==> src/rtl/alu_issue_pkg.sv <==
`default_nettype none
// ============================================================================
// Module   : alu_issue_pkg
// Brief    : ALU select, MIPS opcode/funct and FSM state constants for alu_issue
// Revision : 1.0
// ============================================================================
package alu_issue_pkg;

    localparam logic [3:0] SEL_AND = 4'b0000;
    localparam logic [3:0] SEL_OR  = 4'b0001;
    localparam logic [3:0] SEL_ADD = 4'b0010;
    localparam logic [3:0] SEL_SUB = 4'b0110;
    localparam logic [3:0] SEL_SLT = 4'b0111;
    localparam logic [3:0] SEL_NOR = 4'b1100;

    localparam logic [5:0] OP_RTYPE = 6'b000000;
    localparam logic [5:0] OP_ADDI  = 6'b001000;
    localparam logic [5:0] OP_ANDI  = 6'b001100;
    localparam logic [5:0] OP_ORI   = 6'b001101;
    localparam logic [5:0] OP_SLTI  = 6'b001010;
    localparam logic [5:0] OP_LW    = 6'b100011;
    localparam logic [5:0] OP_SW    = 6'b101011;
    localparam logic [5:0] OP_BEQ   = 6'b000100;
    localparam logic [5:0] OP_BNE   = 6'b000101;

    localparam logic [5:0] FN_AND = 6'b100100;
    localparam logic [5:0] FN_OR  = 6'b100101;
    localparam logic [5:0] FN_ADD = 6'b100000;
    localparam logic [5:0] FN_SUB = 6'b100010;
    localparam logic [5:0] FN_SLT = 6'b101010;
    localparam logic [5:0] FN_NOR = 6'b100111;

    typedef logic [1:0] state_t;
    localparam state_t ST_IDLE = 2'd0;
    localparam state_t ST_EXEC = 2'd1;
    localparam state_t ST_RESP = 2'd2;

endpackage
`default_nettype wire

==> src/rtl/alu_issue_dec.sv <==
`default_nettype none
// ============================================================================
// Module   : alu_issue_dec
// Brief    : MIPS opcode/funct to ALU select decode; ALU_ISSUE_BNE_EN enables BNE
// Revision : 1.0
// ============================================================================
module alu_issue_dec
    import alu_issue_pkg::*;
(
    input  logic [5:0] opcode_i,
    input  logic [5:0] funct_i,
    output logic [3:0] sel_o,
    output logic       is_beq_o,
    output logic       is_bne_o,
    output logic       illegal_o
);

    always_comb begin
        sel_o     = SEL_AND;
        is_beq_o  = 1'b0;
        is_bne_o  = 1'b0;
        illegal_o = 1'b0;
        case (opcode_i)
            OP_RTYPE: begin
                case (funct_i)
                    FN_AND:  sel_o = SEL_AND;
                    FN_OR:   sel_o = SEL_OR;
                    FN_ADD:  sel_o = SEL_ADD;
                    FN_SUB:  sel_o = SEL_SUB;
                    FN_SLT:  sel_o = SEL_SLT;
                    FN_NOR:  sel_o = SEL_NOR;
                    default: illegal_o = 1'b1;
                endcase
            end
            OP_ADDI: sel_o = SEL_ADD;
            OP_ANDI: sel_o = SEL_AND;
            OP_ORI:  sel_o = SEL_OR;
            OP_SLTI: sel_o = SEL_SLT;
            OP_LW:   sel_o = SEL_ADD;
            OP_SW:   sel_o = SEL_ADD;
            OP_BEQ: begin
                sel_o    = SEL_SUB;
                is_beq_o = 1'b1;
            end
`ifdef ALU_ISSUE_BNE_EN
            OP_BNE: begin
                sel_o    = SEL_SUB;
                is_bne_o = 1'b1;
            end
`endif
            default: illegal_o = 1'b1;
        endcase
    end

endmodule
`default_nettype wire

==> src/rtl/alu_issue.sv <==
`default_nettype none
// ============================================================================
// Module   : alu_issue
// Brief    : Valid/ready issue front end for the single-cycle ALU (IDLE/EXEC/RESP).
//            Build macro ALU_ISSUE_BNE_EN enables BNE decode.
// Revision : 1.0
// ============================================================================
module alu_issue
    import alu_issue_pkg::*;
#(
    parameter int TAG_W = 4
) (
    input  logic             clk,
    input  logic             rst_n,
    input  logic             req_valid,
    output logic             req_ready,
    input  logic [5:0]       req_opcode,
    input  logic [5:0]       req_funct,
    input  logic [31:0]      req_a,
    input  logic [31:0]      req_b,
    input  logic [TAG_W-1:0] req_tag,
    output logic [31:0]      alu_op1,
    output logic [31:0]      alu_op2,
    output logic [3:0]       alu_sel,
    input  logic [31:0]      alu_result,
    input  logic             alu_zero,
    output logic             rsp_valid,
    input  logic             rsp_ready,
    output logic [31:0]      rsp_result,
    output logic             rsp_zero,
    output logic             rsp_taken,
    output logic             rsp_illegal,
    output logic [TAG_W-1:0] rsp_tag
);

    state_t             state_q, state_d;
    logic [31:0]        op1_q, op2_q;
    logic [3:0]         sel_q;
    logic               beq_q, bne_q, ill_q;
    logic [TAG_W-1:0]   tag_q;
    logic [31:0]        rsp_result_q;
    logic               rsp_zero_q, rsp_taken_q, rsp_illegal_q;
    logic [TAG_W-1:0]   rsp_tag_q;

    logic [3:0]         w_dec_sel;
    logic               w_dec_beq, w_dec_bne, w_dec_ill;
    logic               w_accept;

    alu_issue_dec u_dec (
        .opcode_i  (req_opcode),
        .funct_i   (req_funct),
        .sel_o     (w_dec_sel),
        .is_beq_o  (w_dec_beq),
        .is_bne_o  (w_dec_bne),
        .illegal_o (w_dec_ill)
    );

    // Ready is gated by rst_n so nothing is accepted while reset is held.
    assign req_ready = rst_n & ((state_q == ST_IDLE) | ((state_q == ST_RESP) & rsp_ready));
    assign w_accept  = req_valid & req_ready;

    always_comb begin
        state_d = state_q;
        case (state_q)
            ST_IDLE: if (req_valid) state_d = ST_EXEC;
            ST_EXEC: state_d = ST_RESP;
            ST_RESP: if (rsp_ready) state_d = req_valid ? ST_EXEC : ST_IDLE;
            default: state_d = ST_IDLE;
        endcase
    end

    always_ff @(posedge clk or negedge rst_n) begin
        if (!rst_n) begin
            state_q       <= ST_IDLE;
            op1_q         <= '0;
            op2_q         <= '0;
            sel_q         <= '0;
            beq_q         <= 1'b0;
            bne_q         <= 1'b0;
            ill_q         <= 1'b0;
            tag_q         <= '0;
            rsp_result_q  <= '0;
            rsp_zero_q    <= 1'b0;
            rsp_taken_q   <= 1'b0;
            rsp_illegal_q <= 1'b0;
            rsp_tag_q     <= '0;
        end else begin
            state_q <= state_d;
            if (w_accept) begin
                op1_q <= req_a;
                op2_q <= req_b;
                sel_q <= w_dec_sel;
                beq_q <= w_dec_beq;
                bne_q <= w_dec_bne;
                ill_q <= w_dec_ill;
                tag_q <= req_tag;
            end
            // Branch flags are never set for illegal ops, so taken needs no extra mask.
            if (state_q == ST_EXEC) begin
                rsp_result_q  <= ill_q ? 32'd0 : alu_result;
                rsp_zero_q    <= ill_q | alu_zero;
                rsp_taken_q   <= (beq_q & alu_zero) | (bne_q & ~alu_zero);
                rsp_illegal_q <= ill_q;
                rsp_tag_q     <= tag_q;
            end
        end
    end

    assign alu_op1     = op1_q;
    assign alu_op2     = op2_q;
    assign alu_sel     = sel_q;
    assign rsp_valid   = (state_q == ST_RESP);
    assign rsp_result  = rsp_result_q;
    assign rsp_zero    = rsp_zero_q;
    assign rsp_taken   = rsp_taken_q;
    assign rsp_illegal = rsp_illegal_q;
    assign rsp_tag     = rsp_tag_q;

endmodule
`default_nettype wire

==> config.mk <==
export PLATFORM = sky130hd
export DESIGN_NAME = alu_issue
export DESIGN_NICKNAME = d
export VERILOG_FILES = /design/src/rtl/alu_issue_pkg.sv /design/src/rtl/alu_issue_dec.sv /design/src/rtl/alu_issue.sv
export SDC_FILE = /design/constraint.sdc
export NUM_CORES = 1
export LEC_CHECK = 0
export ABC_CLOCK_PERIOD_IN_PS = 3400
export CELL_PAD_IN_SITES_DETAIL_PLACEMENT = 1
export CELL_PAD_IN_SITES_GLOBAL_PLACEMENT = 1
export CORE_ASPECT_RATIO = 1.2
export CORE_MARGIN = 5
export CORE_UTILIZATION = 33
export CTS_CLUSTER_SIZE = 10
export DETAILED_ROUTE_END_ITERATION = 10
export PLACE_DENSITY_LB_ADDON = 0.1
export SYNTH_ARGS = -nofsm -noshare
export SYNTH_HDL_FRONTEND = slang
export SYNTH_SLANG_ARGS = --single-unit
==> constraint.sdc <==
create_clock -name clk -period 3.4 [get_ports clk]
set_input_delay 0.34 -clock clk [delete_from_list [all_inputs] [get_ports clk]]
set_output_delay 0.34 -clock clk [all_outputs]
set_load 0.03 [all_outputs]
==> results of run 1 <==
==> power by group through the flow <==
stage | Combinational [mW] | Clock, mW | Sequential, mW
2_1_floorplan | 0.445 | 0 | 2.63
3_3_place_gp | 2.14 | 0 | 1.94
3_5_place_dp | 2.17 | 0 | 1.97
4_1_cts | 2.19 | 1.98 | 1.95
5_1_grt | 2.27 | 2.04 | 2.00
6_report | 2.15 | 1.94 | 1.94
==> critical path, cell delays in order <==
cell and delay [ns]:
sky130_fd_sc_hd__buf_4 0.10, sky130_fd_sc_hd__buf_4 0.53, sky130_fd_sc_hd__nor3b_1 0.26, sky130_fd_sc_hd__clkdlybuf4s50_1 0.75
==> state kept, by name (all words and copies together) (netlist names) <==
| register | count |
|---|---|
| alu_op1 | 32 |
| alu_op2 | 32 |
| rsp_result | 32 |
| alu_sel | 4 |
| rsp_tag | 4 |
| tag_q | 4 |
| state_q | 2 |
| beq_q | 1 |
| ill_q | 1 |
| rsp_illegal | 1 |
| rsp_taken | 1 |
| rsp_zero | 1 |
==> cell families (layout without fill, tap and decap cells) <==
logic type,count (synthesis),count (layout),share of synthesized area [%]
buf+inv,25,264,2.42
compound gates,52,52,6.42
other cells,0,1,0
simple gates,96,96,11.1
mux,76,76,18.3
flops,115,115,61.7
==> per-layer routing <==
layer  track usage (%)  vias to the layer above  wire length (um)
li1                  -                     1705                 -
met1              18.5                     1782              5290
met2              28.9                      144              7230
met3              8.51                       13              1430
met4              5.37                        0               216
met5                 0                        -                 0
==> layout by cell type (no fill, tap or decap), types with 3 or more instances in the layout <==
cell | Yosys | routed
sky130_fd_sc_hd__clkinv_2 | 0 | 4
sky130_fd_sc_hd__clkdlybuf4s50_1 | 0 | 224
sky130_fd_sc_hd__clkbuf_1 | 8 | 3
sky130_fd_sc_hd__inv_1 | 3 | 3
sky130_fd_sc_hd__buf_4 | 2 | 3
sky130_fd_sc_hd__nand2_1 | 39 | 39
sky130_fd_sc_hd__a21oi_1 | 4 | 4
sky130_fd_sc_hd__dfrtp_1 | 115 | 115
sky130_fd_sc_hd__clkbuf_16 | 0 | 17
sky130_fd_sc_hd__o21ai_0 | 38 | 38
sky130_fd_sc_hd__nor2_1 | 4 | 4
sky130_fd_sc_hd__nor3_1 | 3 | 3
sky130_fd_sc_hd__nand3b_1 | 3 | 3
sky130_fd_sc_hd__mux2_2 | 74 | 74
sky130_fd_sc_hd__bufinv_16 | 0 | 5
sky130_fd_sc_hd__nand2b_1 | 38 | 37
==> how the worst max path moves through the flow <==
stage / slack, ns / from / cells after the start / endpoint
finish: 1.09 / rst_n / 4 / req_ready
global route: 0.90 / rst_n / 4 / req_ready
CTS: 1.02 / rst_n / 4 / req_ready
detailed placement: 0.92 / rsp_ready / 5 / alu_op1[9]
global placement: 0.96 / rsp_ready / 5 / alu_op2[13]
floorplan: 1.80 / state_q[1] / 6 / alu_op2[15]
==> stage by stage <==
step | power, mW | util [%] | worst slack, ns | hold WS, ns | area, sq um
3_5_place_dp | 4.14 | 51.4 | 0.924 | 0.474 | 7100
5_1_grt | 6.31 | 56.0 | 0.900 | 0.143 | 7740
2_1_floorplan | 3.07 | - | 1.80 | 0.0444 | 4660
4_1_cts | 6.12 | 56.0 | 1.02 | 0.0983 | 7740
6_report | 6.03 | 56.0 | 1.09 | 0.0885 | 7740
3_3_place_gp | 4.08 | 51.4 | 0.961 | 0.464 | 7100
==> area by class of cell <==
| class | count | area [sq um] | share of cell area [%] |
|---|---|---|---|
| sequential | 115 | 2880 | 37.2 |
| timing repair buffer | 229 | 2300 | 29.8 |
| antenna | 1 | 2.50 | 0.0323 |
| clock buffer | 22 | 464 | 6.00 |
| clock inverter | 10 | 179 | 2.31 |
| tap | 171 | 214 | 2.76 |
| inverter | 3 | 11.3 | 0.145 |
| multi-input combinational | 224 | 1690 | 21.8 |
==> impl_summary.md, run 1 <==
Final layout
Of the cells placed in the final design, the portion with a size suffix greater than 1 is approximately 19%. The fill cell total of the finished layout is around 1400. Relative to the synthesized area, the layout overhead comes to 66.1%. The final layout contains between 700 and 800 nets. The number of non-filler instances in the completed layout is between 700 and 800.

Drt
The count of vias placed by the detailed router is 3644. The count of nets left with antenna violations once routing finished came out at 0. The wire length per cell after detailed routing is approximately 18 um. After detailed routing, the number of remaining DRC violations is 0. After the first detailed-routing iteration, the DRC count stood at roughly 140.

Dividing the detail-routed via count by the number of cells gives 4.70. The total wirelength of the detailed-routed design is 14.2 mm. The detailed-routing iteration count for the pre-antenna-repair pass is 4.

Setup path
The critical path required time is between 3 and 4 ns. The maximum fanout encountered on the critical timing path is a little over 50. The critical path is of the in2out type. In this run the critical register-to-register path is captured at alu_op1[9]. Data on the critical path arrives at its endpoint at around 2.0 ns. The kind of start point of the critical path is an input pin. The worst register-to-register path has a setup slack of 1.31 ns. STA classifies the critical path endpoint as an output pin. The worst register-to-register path begins at state_q[1].

Counting cells, the worst reg-to-reg path comes to 4.

Yosys
The synthesis warning total is 0. The per-instance average area after synthesis is roughly 13 sq um. The post-synthesis sequential area ratio is about three fifths. The area of the mapped netlist is 4660 sq um. The largest total area in the synthesized netlist belongs to sky130_fd_sc_hd__dfrtp_1. The cell count after synthesis is between 300 and 400. The register bit total from synthesis is around 120.

The top flip-flop cell by instance count after synthesis is sky130_fd_sc_hd__dfrtp_1. The number of nets handed over by synthesis was roughly 480. The commonest cells after synthesis are sky130_fd_sc_hd__dfrtp_1 (115), sky130_fd_sc_hd__mux2_2 (74), sky130_fd_sc_hd__nand2_1 (39). After synthesis, the share of flip-flops with an asynchronous set or reset is 100%. By area the synthesized netlist is led by sky130_fd_sc_hd__dfrtp_1 (62%), sky130_fd_sc_hd__mux2_2 (18%), sky130_fd_sc_hd__nand2b_1 (5.1%), sky130_fd_sc_hd__o21ai_0 (4.1%), sky130_fd_sc_hd__nand2_1 (3.1%). The most instantiated library cell after synthesis is sky130_fd_sc_hd__dfrtp_1.

The synthesized design contains 0 enable-type register cells. Summed over its instances, the top area cell type makes up between 60 and 70% of the synthesized netlist area. Counting distinct cell types in the post-synthesis netlist gives 29.

Clock network
The count of buffers added by post-CTS timing repair for setup is 0. The clock net sink count is between 100 and 150. Clock-pin slew was measured on the worst setup and hold paths at about 0.050 ns. The later-pin clock latency in the skew report is 0.40 ns. TritonCTS built the clock tree. The H-tree was split into 4 levels. In this run, post-CTS repair resized a total of 0 instances. In this run, post-CTS hold repair placed 0 buffers. Counting the buffers created by CTS gives 17. The cell at the root of the clock tree is sky130_fd_sc_hd__clkbuf_16. Counting along the longest clock path gives a buffer depth of 2.

Timing
In this run the tightest slew margin relative to its limit is between 10% and 20%. The max-slew violation total from the final report came to 0. The setup TNS is 0 ns.

The post-route minimum period is between 2 and 2.5 ns. The slew at the pin with the worst max-slew slack is ~1.2 ns. The final critical path takes up 68.0% of the cycle.

The highest clock rate is around 430 MHz. The final hold violation count is 0. Setup repair after global routing left no endpoint under its margin.

The number of setup violations in the final report is 0. The clock skew is between 0.005 and 0.006 ns.

Power
The relative contribution of combinational cells to total power is a little over a third. The power per cell area is approximately 800 nW/um^2. The leakage power figure is 3.18 nW. The switching share of power is between 30% and 40%.

The worst-case IR drop observed on VDD is approximately 0.00035 V. In this run, the clock network consumes between 30 and 40% of the power. The analysis attributes to net switching a power of 1.97 mW. The cell-internal power is a little over 4 mW. The sequential power share is roughly 32%.

Floorplanning
The die covers between 15000 and 20000 sq um. The core region is between 10000 and 15000 sq um. During I/O placement, the number of pins put on the boundary was ~230.

In this run the core area contains 47 standard-cell rows. The initial core utilization is about a third. The floorplan step set the die width to ~120 um. Measured along the y axis, the die boundary spans between 100 and 150 um.

Run status
The flow ran to the end, and the final reports show no timing, DRC or antenna violations.

Flow run
The count of maximum capacitance violations is 0.

GRT
The number of antenna violations at the first check in global routing came to 1. The wire length of the first global-routing pass is approximately 22 mm. The via count of the first global-routing pass is ~4100. The pin count of the biggest net entering global routing is between 70 and 80. For this run, the total global-route usage over all layers was measured as around 17%. Summed over all layers, the global routing overflow is 0.

Placed design
The number of instances in the placed design is 742. Routability-driven placement finished with a final weighted congestion of roughly 0.74. The post-DP HPWL is around 10 mm.

The number of input and output port buffers inserted is 225.

Min path
The type of the tightest min-delay check is in2async.
Power figures use the tool's default switching activity.
==> inputs of run 2 (changes only) <==
ABC_CLOCK_PERIOD_IN_PS = 2200   (was 3400)
CORE_UTILIZATION = 31   (was 33)
clock period = 2.2 ns   (was 3.4 ns; I/O delays follow)
==> run 2 against run 1 <==
Net effect: die area increased by 5.9%; sequential cell count unchanged; worst hold slack gained 0.30 ns; critical path depth did not move; combinational power up 55%; worst setup slack got worse by 0.98 ns; sequential power rose by 54%; register-to-register slack got worse by 0.70 ns; sequential share of layout area shrank 0.41 points; critical path type unchanged; largest cell class unchanged.
==> impl_summary.md, run 2 (synthesis results as in run 1) <==
Run status
The run finished with clean final reports.

GRT
The via count of the first global-routing pass is approximately 4000. The routing usage on met3 is about 7.9%. In the global route stage, overall resource usage came out at between 10% and 20%. The met1 usage is between 10% and 20%. The global routing usage on met2 is between 20% and 30%. The global-route layer with the greatest usage is met2. The pin count of the biggest net entering global routing is between 100 and 150. The wire length of the first global-routing pass is between 20 and 25 mm. The number of antenna violations at the first check in global routing was 0. Summed over all layers, the global routing overflow is 0.

Drt
The count of vias placed by the detailed router is 3668. The detailed-routing iteration count for the pre-antenna-repair pass is 4. The initial DRC count is about 130.

The total wirelength of the detailed-routed design is about 14 mm. The vias per cell is 4.52. In the final routed layout, each cell accounts on average for roughly 17 um. After detailed routing, the number of remaining DRC violations is 0. The number of nets still failing antenna checks after routing is 0.

Setup path
For the worst setup path, the data required time is 1.98 ns. Along the worst path, the maximum fanout reaches 3. The nature of the critical path endpoint is an output pin. The critical path is of the in2out type. STA classifies the critical path startpoint as an input pin. For flop-to-flop paths, the worst setup slack is between 0.6 and 0.7 ns. In this run the worst setup path begins at rst_n. The startpoint identified for the worst register-to-register timing path is state_q[1]. For the worst setup path, the data arrival time is 1.87 ns.

Final layout
After the last flow step, the layout net total stands at 712. The area growth from synthesis to layout is 68.0%. In the final layout, the share of cells above drive strength 1 is about 19%. The most common library cell in the layout ignoring fill and taps is sky130_fd_sc_hd__clkdlybuf4s50_1. Leaving out fill and tap cells, the most frequent cells in the layout are sky130_fd_sc_hd__clkdlybuf4s50_1 (224), sky130_fd_sc_hd__dfrtp_1 (115), sky130_fd_sc_hd__mux2_2 (74). The number of inserted diodes is 0.

Power
The worst-case IR drop observed on VDD is slightly above 0.0006 V. The clock power share is between 30% and 40%. Combinational logic is responsible for between 30% and 40% of the overall power. The cell-internal power is 6.20 mW. The leakage power figure is 3.20 nW. The power after layout is approximately 9 mW. The net switching component of the power is 3.03 mW. The switching share of power is roughly a third.

For this design the ratio of total power to cell area is roughly 1200 nW/um^2. The sequential power share is between 30% and 40%.

Floorplanning
For this configuration, the core starts out at a cell density of 31.3%. The total area inside the core boundary comes to roughly 15000 sq um. The width of the die is between 100 and 150 um.

The die outline height is 144 um. The initialized floorplan defines a little under 50 standard-cell rows. The number of top-level pins is approximately 230. The floorplan step defined a die boundary enclosing between 15000 and 20000 sq um.

Clock network
The later-pin clock latency in the skew report is 0.41 ns. The tree built by TritonCTS fans out to approximately 120 sinks. The cell at the root of the clock tree is sky130_fd_sc_hd__clkbuf_16. The count of H-tree levels built during CTS is 4. The clock passes through at most 2 buffers. The clock transition time at the flip-flop clock pins of the worst setup and hold paths is ~0.050 ns. Counting the buffers created by CTS gives 17.

The CTS tree is built. The number of setup buffers added after CTS is 0.

Timing
The slew at the pin with the worst max-slew slack is around 0.94 ns. The share of the cycle needed by the critical path after routing is 95.0%. Setup violations remaining at the end of the flow were counted as 0. The final hold violation count is 0. The clock skew is 0.00884 ns. The max-slew violation total from the final report is 0. The worst pin sits at a relative slew slack of 37.6%. The post-route minimum period is about 2.1 ns.

The setup TNS is 0 ns. Setup repair after global routing left no endpoint under its margin. The highest clock rate is 479 MHz.

Min path
The worst hold path startpoint is alu_result[30]. The type of the tightest min-delay check is in2reg.

Placed design
The final estimated routing congestion in global placement is about 0.72. Input and output buffers added on the ports amount to 225. The post-DP HPWL is between 10 and 15 mm.

Flow run
The tool flagged a number of max-cap violations equal to 0.
-- run 2: cell count changes in the layout (fill, tap and decap cells not counted) --
cell                            previous run  this run
sky130_fd_sc_hd__buf_12                    2         4
sky130_fd_sc_hd__buf_4                     3         5
sky130_fd_sc_hd__bufinv_16                 5         4
sky130_fd_sc_hd__clkbuf_1                  3         1
sky130_fd_sc_hd__clkbuf_8                  2         3
sky130_fd_sc_hd__clkinv_4                  1         0
sky130_fd_sc_hd__clkinvlp_4                0         2
sky130_fd_sc_hd__diode_2                   1         0
sky130_fd_sc_hd__dlygate4sd3_1             0         1
-- run 2: worst paths after layout --
kind                                   to  cells past startpoint
setup / recovery                req_ready                      4
hold / removal             rsp_result[30]                      3
setup reg to reg              alu_op1[23]                      4
hold reg to reg            rsp_result[23]                      2
max in group asynchronous     alu_op2[12]                      3
min in group asynchronous  rsp_result[26]                      3
-- run 2: layout make-up --
cell class                      count  area [sq um]
Fill cell                        1584          7070
Timing Repair Buffer              234          2370
Multi-Input combinational cell    224          1690
Inverter                            3          11.3
Sequential cell                   115          2880
Clock inverter                     10           155
Tap cell                          204           255
Clock buffer                       21           470
-- run 2: repair_timing --
action                     CTS  global route
setup endpoints to repair    0             0
hold buffers                 1             0
hold endpoints to repair   115             0
resized for setup            0             0
-- run 2: worst max-delay path: stages --
cell,delay (ns)
sky130_fd_sc_hd__dlygate4sd3_1,0.56
sky130_fd_sc_hd__buf_4,0.16
sky130_fd_sc_hd__nor3b_1,0.19
sky130_fd_sc_hd__clkdlybuf4s50_1,0.73
-- run 2: per-layer routing --
metal | up-vias | routed length, um
li1 | 1709 | -
met3 | 14 | 1410
met4 | 0 | 196
met2 | 140 | 7060
met1 | 1805 | 5220
met5 | - | 0
-- run 2: power groups by stage --
| stage | Clock (mW) | Combinational [mW] | Sequential, mW |
|---|---|---|---|
| 2_1_floorplan | 0 | 0.688 | 4.06 |
| 3_5_place_dp | 0 | 3.38 | 3.04 |
| 4_1_cts | 2.98 | 3.40 | 3.01 |
| 3_3_place_gp | 0 | 3.34 | 3.00 |
| 5_1_grt | 3.08 | 3.52 | 3.08 |
| 6_report | 2.90 | 3.33 | 2.99 |
-- run 2: per-stage QoR --
| stage | util [%] | instance area (sq um) | std cells | hold slack [ns] | setup WS [ns] |
|---|---|---|---|---|---|
| after floorplan | - | 4660 | 364 | -0.0756 | 0.604 |
| after global placement | 48.3 | 7190 | 779 | 0.417 | 0.244 |
| after detailed placement | 48.3 | 7190 | 779 | 0.422 | 0.199 |
| after CTS | 52.5 | 7830 | 811 | 0.363 | 0.0693 |
| after global routing | 52.5 | 7830 | 811 | 0.389 | 0.0544 |
| final | 52.5 | 7830 | 811 | 0.388 | 0.111 |
